[src/rtl/oka_pkg.sv]
// Shared types and helpers for the Karatsuba-style even/odd carry-less multiplier.
// Holds the FSM state encoding and the bit-spreading function S.
package oka_pkg;

    typedef enum logic [2:0] {
        IDLE,
        P_E,
        P_O,
        P_M,
        DONE
    } oka_state_t;

    // Widest half-product S() must handle; supports operand widths up to 128.
    localparam int SPREAD_IN_W = 128;

    // S(v): bit i of v lands on bit 2i, odd positions are zero.
    function automatic logic [2*SPREAD_IN_W-1:0] spread(input logic [SPREAD_IN_W-1:0] v);
        logic [2*SPREAD_IN_W-1:0] r;
        r = '0;
        for (int i = 0; i < SPREAD_IN_W; i++) begin
            r[2*i] = v[i];
        end
        return r;
    endfunction

endpackage

[src/rtl/clmul_comb.sv]
// Combinational W x W schoolbook carry-less multiplier; product is 2W-1 bits.
module clmul_comb #(
    parameter int W = 8
) (
    input  logic [W-1:0]   a,
    input  logic [W-1:0]   b,
    output logic [2*W-2:0] p
);

    // acc[k] holds the XOR of the first k shifted partial products.
    logic [2*W-2:0] acc [0:W];

    assign acc[0] = '0;

    generate
        for (genvar gi = 0; gi < W; gi++) begin : g_row
            assign acc[gi+1] = acc[gi] ^ (((2*W-1)'(a) << gi) & {(2*W-1){b[gi]}});
        end
    endgenerate

    assign p = acc[W];

endmodule

[src/rtl/oka_mult_seq.sv]
// Sequential GF(2)[x] multiplier: three half products computed one per cycle on a
// shared N/2-bit multiplier, recombined through the even/odd spread identity.
module oka_mult_seq
    import oka_pkg::*;
#(
    parameter int N = 16
) (
    input  logic           clk,
    input  logic           rst,
    input  logic           in_valid,
    output logic           in_ready,
    input  logic [N-1:0]   a,
    input  logic [N-1:0]   b,
    output logic           out_valid,
    input  logic           out_ready,
    output logic [2*N-2:0] y
);

    localparam int H   = N / 2;
    localparam int P_W = N - 1;
    localparam int Y_W = 2 * N - 1;

    oka_state_t     state_reg;
    oka_state_t     state_next;
    logic [N-1:0]   a_reg;
    logic [N-1:0]   b_reg;
    logic [P_W-1:0] ce_reg;
    logic [P_W-1:0] co_reg;
    logic [Y_W-1:0] y_reg;
    logic [Y_W-1:0] y_next;

    logic [H-1:0]   ae, ao, be, bo;
    logic [H-1:0]   mul_a, mul_b;
    logic [P_W-1:0] mul_p;
    logic [P_W-1:0] mid;

    generate
        for (genvar gi = 0; gi < H; gi++) begin : g_split
            assign ae[gi] = a_reg[2*gi];
            assign ao[gi] = a_reg[2*gi+1];
            assign be[gi] = b_reg[2*gi];
            assign bo[gi] = b_reg[2*gi+1];
        end
    endgenerate

    // Operand select for the shared multiplier, keyed on the product being formed.
    always_comb begin
        mul_a = ae;
        mul_b = be;
        case (state_reg)
            P_O: begin
                mul_a = ao;
                mul_b = bo;
            end
            P_M: begin
                mul_a = ae ^ ao;
                mul_b = be ^ bo;
            end
            default: ;
        endcase
    end

    clmul_comb #(
        .W(H)
    ) u_clmul (
        .a(mul_a),
        .b(mul_b),
        .p(mul_p)
    );

    // In P_M the multiplier output is M; the cross term is M ^ Ce ^ Co.
    assign mid    = mul_p ^ ce_reg ^ co_reg;
    assign y_next = Y_W'(spread(SPREAD_IN_W'(ce_reg))
                       ^ (spread(SPREAD_IN_W'(mid)) << 1)
                       ^ (spread(SPREAD_IN_W'(co_reg)) << 2));

    always_comb begin
        state_next = state_reg;
        in_ready   = 1'b0;
        out_valid  = 1'b0;
        case (state_reg)
            IDLE: begin
                in_ready = 1'b1;
                if (in_valid) state_next = P_E;
            end
            P_E:  state_next = P_O;
            P_O:  state_next = P_M;
            P_M:  state_next = DONE;
            DONE: begin
                out_valid = 1'b1;
                if (out_ready) state_next = IDLE;
            end
            default: state_next = IDLE;
        endcase
    end

    always_ff @(posedge clk or posedge rst) begin
        if (rst) begin
            state_reg <= IDLE;
            a_reg     <= '0;
            b_reg     <= '0;
            ce_reg    <= '0;
            co_reg    <= '0;
            y_reg     <= '0;
        end else begin
            state_reg <= state_next;
            case (state_reg)
                IDLE: begin
                    if (in_valid) begin
                        a_reg <= a;
                        b_reg <= b;
                    end
                end
                P_E:     ce_reg <= mul_p;
                P_O:     co_reg <= mul_p;
                P_M:     y_reg  <= y_next;
                default: ;
            endcase
        end
    end

    assign y = y_reg;

endmodule

[config.mk]
export PLATFORM = sky130hd
export DESIGN_NAME = oka_mult_seq
export DESIGN_NICKNAME = d
export VERILOG_FILES = /design/src/rtl/oka_pkg.sv /design/src/rtl/clmul_comb.sv /design/src/rtl/oka_mult_seq.sv
export SDC_FILE = /design/constraint.sdc
export NUM_CORES = 1
export LEC_CHECK = 0
export CORE_MARGIN = 5
export CORE_UTILIZATION = 45
export DETAILED_ROUTE_END_ITERATION = 12
export GPL_TIMING_DRIVEN = 0
export PLACE_DENSITY = 0.79
export SKIP_CTS_REPAIR_TIMING = 1
export SLEW_MARGIN = 15
export SYNTH_ARGS = -nofsm -noshare
export SYNTH_HDL_FRONTEND = slang
export SYNTH_SLANG_ARGS = --single-unit
export TNS_END_PERCENT = 5
[constraint.sdc]
create_clock -name clk -period 6.3 [get_ports clk]
set_clock_uncertainty 0.1 [all_clocks]
set_input_delay 0.945 -clock clk [delete_from_list [all_inputs] [get_ports clk]]
set_output_delay 0.945 -clock clk [all_outputs]
set_load 0.02 [all_outputs]
==> impl_metrics.toml <==
[critical_path]
crit_buf_inv = 3
critPathMaxFanout = 10
cp_data_required_time_ns = 5.25
cp_slowest_cell = "clkdlybuf4s50_1"
cp.arrival_ns = 2.05
timing_worst_setup_path_type = "flip-flop to output pin"
worstSetupEndpointType = "output pin"
crit_family = "buffers and inverters"
slowest_delay_ns = 0.66
cp_common_cell = "buf_2"
start_kind = "flip-flop"
path_cells = "buf_2, buf_2, nor3_1, clkdlybuf4s50_1"

[logic_synthesis]
synth.net_count = 539
ys_types = 25
synth.most_common_cell = "nand2_1"
synth_top_area_cell = "dfrtp_1"
ys_seq_elements = 96
netlist_instances = 503
yosys-top-cells-count = "125 x nand2_1, 96 x dfrtp_1, 70 x xnor2_1, 55 x o21ai_0"
syn_area_sq_um = 5000
synth-edff-count = 0
synth_area_leaders = "dfrtp_1 48%, xnor2_1 12%, nand2_1 9.4%, o21ai_0 5.5%, mux2_2 4.5%"
ys_seq_area_share_pct = 48.0
synth-main-ff-cell = "dfrtp_1"
async_flop_share_pct = 100
synth_top_area_share_pct = 48.0
synth_warnings = 0
syn_avg_cell_area_sq_um = 9.94

[job]
max_cap_viol_count = 0

[clock_network]
clkSinkCount = 96
cts_tree = "yes"
cts.path.max_buffers = 2
numCtsBuffers = 9
h-tree-depth = 3
clk_pin_slew_ns = 0.10
root_buffer = "clkbuf_8"
clock_latency_ns = 0.37

[sta]
hold_slack_ns = 0.388
max_slew_margin_pct = 64.0
max_freq_mhz = 323
drv_slew = 0
setup_violations = 0
hold_viol_final = 0
period_minus_slack_ns = 3.09
rsz0062_at_grt = "no"
period_share_pct = 49.1
finalSetupTns_ns = 0
tightest_slew_ns = 0.540

[place]
dpl_cell_area_sq_um = 5890
gp_congestion = 0.834
io_buffers = 68
post-dp-hpwl_um = 8220

[die]
io_pins = 69
die_height_um = 115
start_util_pct = 45.9
dieArea_sq_um = 13300
rows = 38
core_area_sq_um = 10900
die_w_um = 115

[layout]
fillers = 990
largest_reg_flops = 31
diodes = 0
multi_input_area_sq_um = 2480
synthToLayoutAreaGrowth_pct = 21.3
stdcell_area_sq_um = 6070
drive_above_1_share_pct = 10.7
nNetsFinal = 619
regArea_sq_um = 2400

[grt]
grt_pass1_wl_um = 17900
antenna_found_initial = 0
track_usage_pct = 16.6
grt_max_degree = 64
grt-ovfl-total = 0
grt_pass1_vias = 3814

[outcome]
status = "completed"

[drt]
wl_per_cell_um = 14.7
ant_nets = 0
detail_route.vias_per_cell = 5.17
drc_errors = 0
routed_wl_um = 10700
dr.first_iter.drc_count = 153
first_pass_iters = 4
vias = 3763

[min_path]
min_path_type = "flip-flop to flip-flop"
[worst reg2reg max path: stages (launching register included)]
cell and delay (ns):
dfrtp_1 0.46, nor2b_1 0.16, buf_4 0.16, buf_6 0.15
a21oi_1 0.09, a21oi_2 0.36, nand2_1 0.13, xnor2_1 0.16
xnor2_1 0.31, xnor3_1 0.50, mux2_2 0.28
[per-layer routing]
| layer | part of all wire (%) | GRT usage [%] | wire length [um] |
|---|---|---|---|
| met4 | 0.92 | 4.38 | 98 |
| met2 | 49 | 28.4 | 5180 |
| met1 | 45 | 22.1 | 4810 |
| met3 | 5.4 | 2.79 | 578 |
| met5 | 0 | 0 | 0 |
[placed cells by master, fill, tap and decap left out, drive strengths merged]
cell type and instances:
xnor2 72, xnor3 7, buf 11, dfrtp 96, clkinvlp 4, nand3 16
clkdlybuf4s50 68, nand2 126, nand2b 1, nor2b 1, inv 4, xor2 10
a21oi 32, nor3 2, o21ai 75, and2 1, nor2 3, mux2 35
clkbuf 24
[cell families after synthesis]
family | count (synthesis) | share of synthesized area [%]
and+or+nand+nor | 150 | 11.9
DFF | 96 | 48.0
buffers and inverters | 26 | 2.43
muxes | 35 | 7.88
xor gates and xnor gates | 89 | 17.8
AOI/OAI and AO/OA | 107 | 11.9
[path summary, 6_finish.rpt]
path,startpoint,end,slack [ns],cells past startpoint
setup / recovery,state_reg[0]$_DFFE_PP0P_,in_ready,3.21,4
hold / removal,y[10]$_DFFE_PP0N_,y[10]$_DFFE_PP0N_,0.39,2
setup reg to reg,state_reg[1]$_DFFE_PP0P_,y[15]$_DFFE_PP0N_,3.35,10
hold reg to reg,y[10]$_DFFE_PP0N_,y[10]$_DFFE_PP0N_,0.39,2
max in group asynchronous,rst,y[7]$_DFFE_PP0N_,4.62,3
min in group asynchronous,rst,a_reg[6]$_DFFE_PP0P_,0.85,2
[cell type report]
class	count	area share, %
Timing Repair Buffer	69	11.7
Buffer	24	1.88
Tap cell	140	2.89
Sequential cell	96	39.6
Multi-Input combinational cell	381	40.8
Inverter	2	0.165
Clock inverter	6	0.866
Clock buffer	10	2.10
[per-stage QoR]
step | util, % | worst slack, ns | std cells
floorplan | - | 2.75 | 503
global placement | 53.8 | 1.53 | 711
detailed placement | 54.1 | 3.44 | 712
CTS | 55.7 | 3.20 | 728
global route | 55.7 | 3.13 | 728
finish | 55.7 | 3.21 | 728
Power is not shown: default switching activity piles up to over one toggle a cycle in this logic, so the estimate is an artifact.
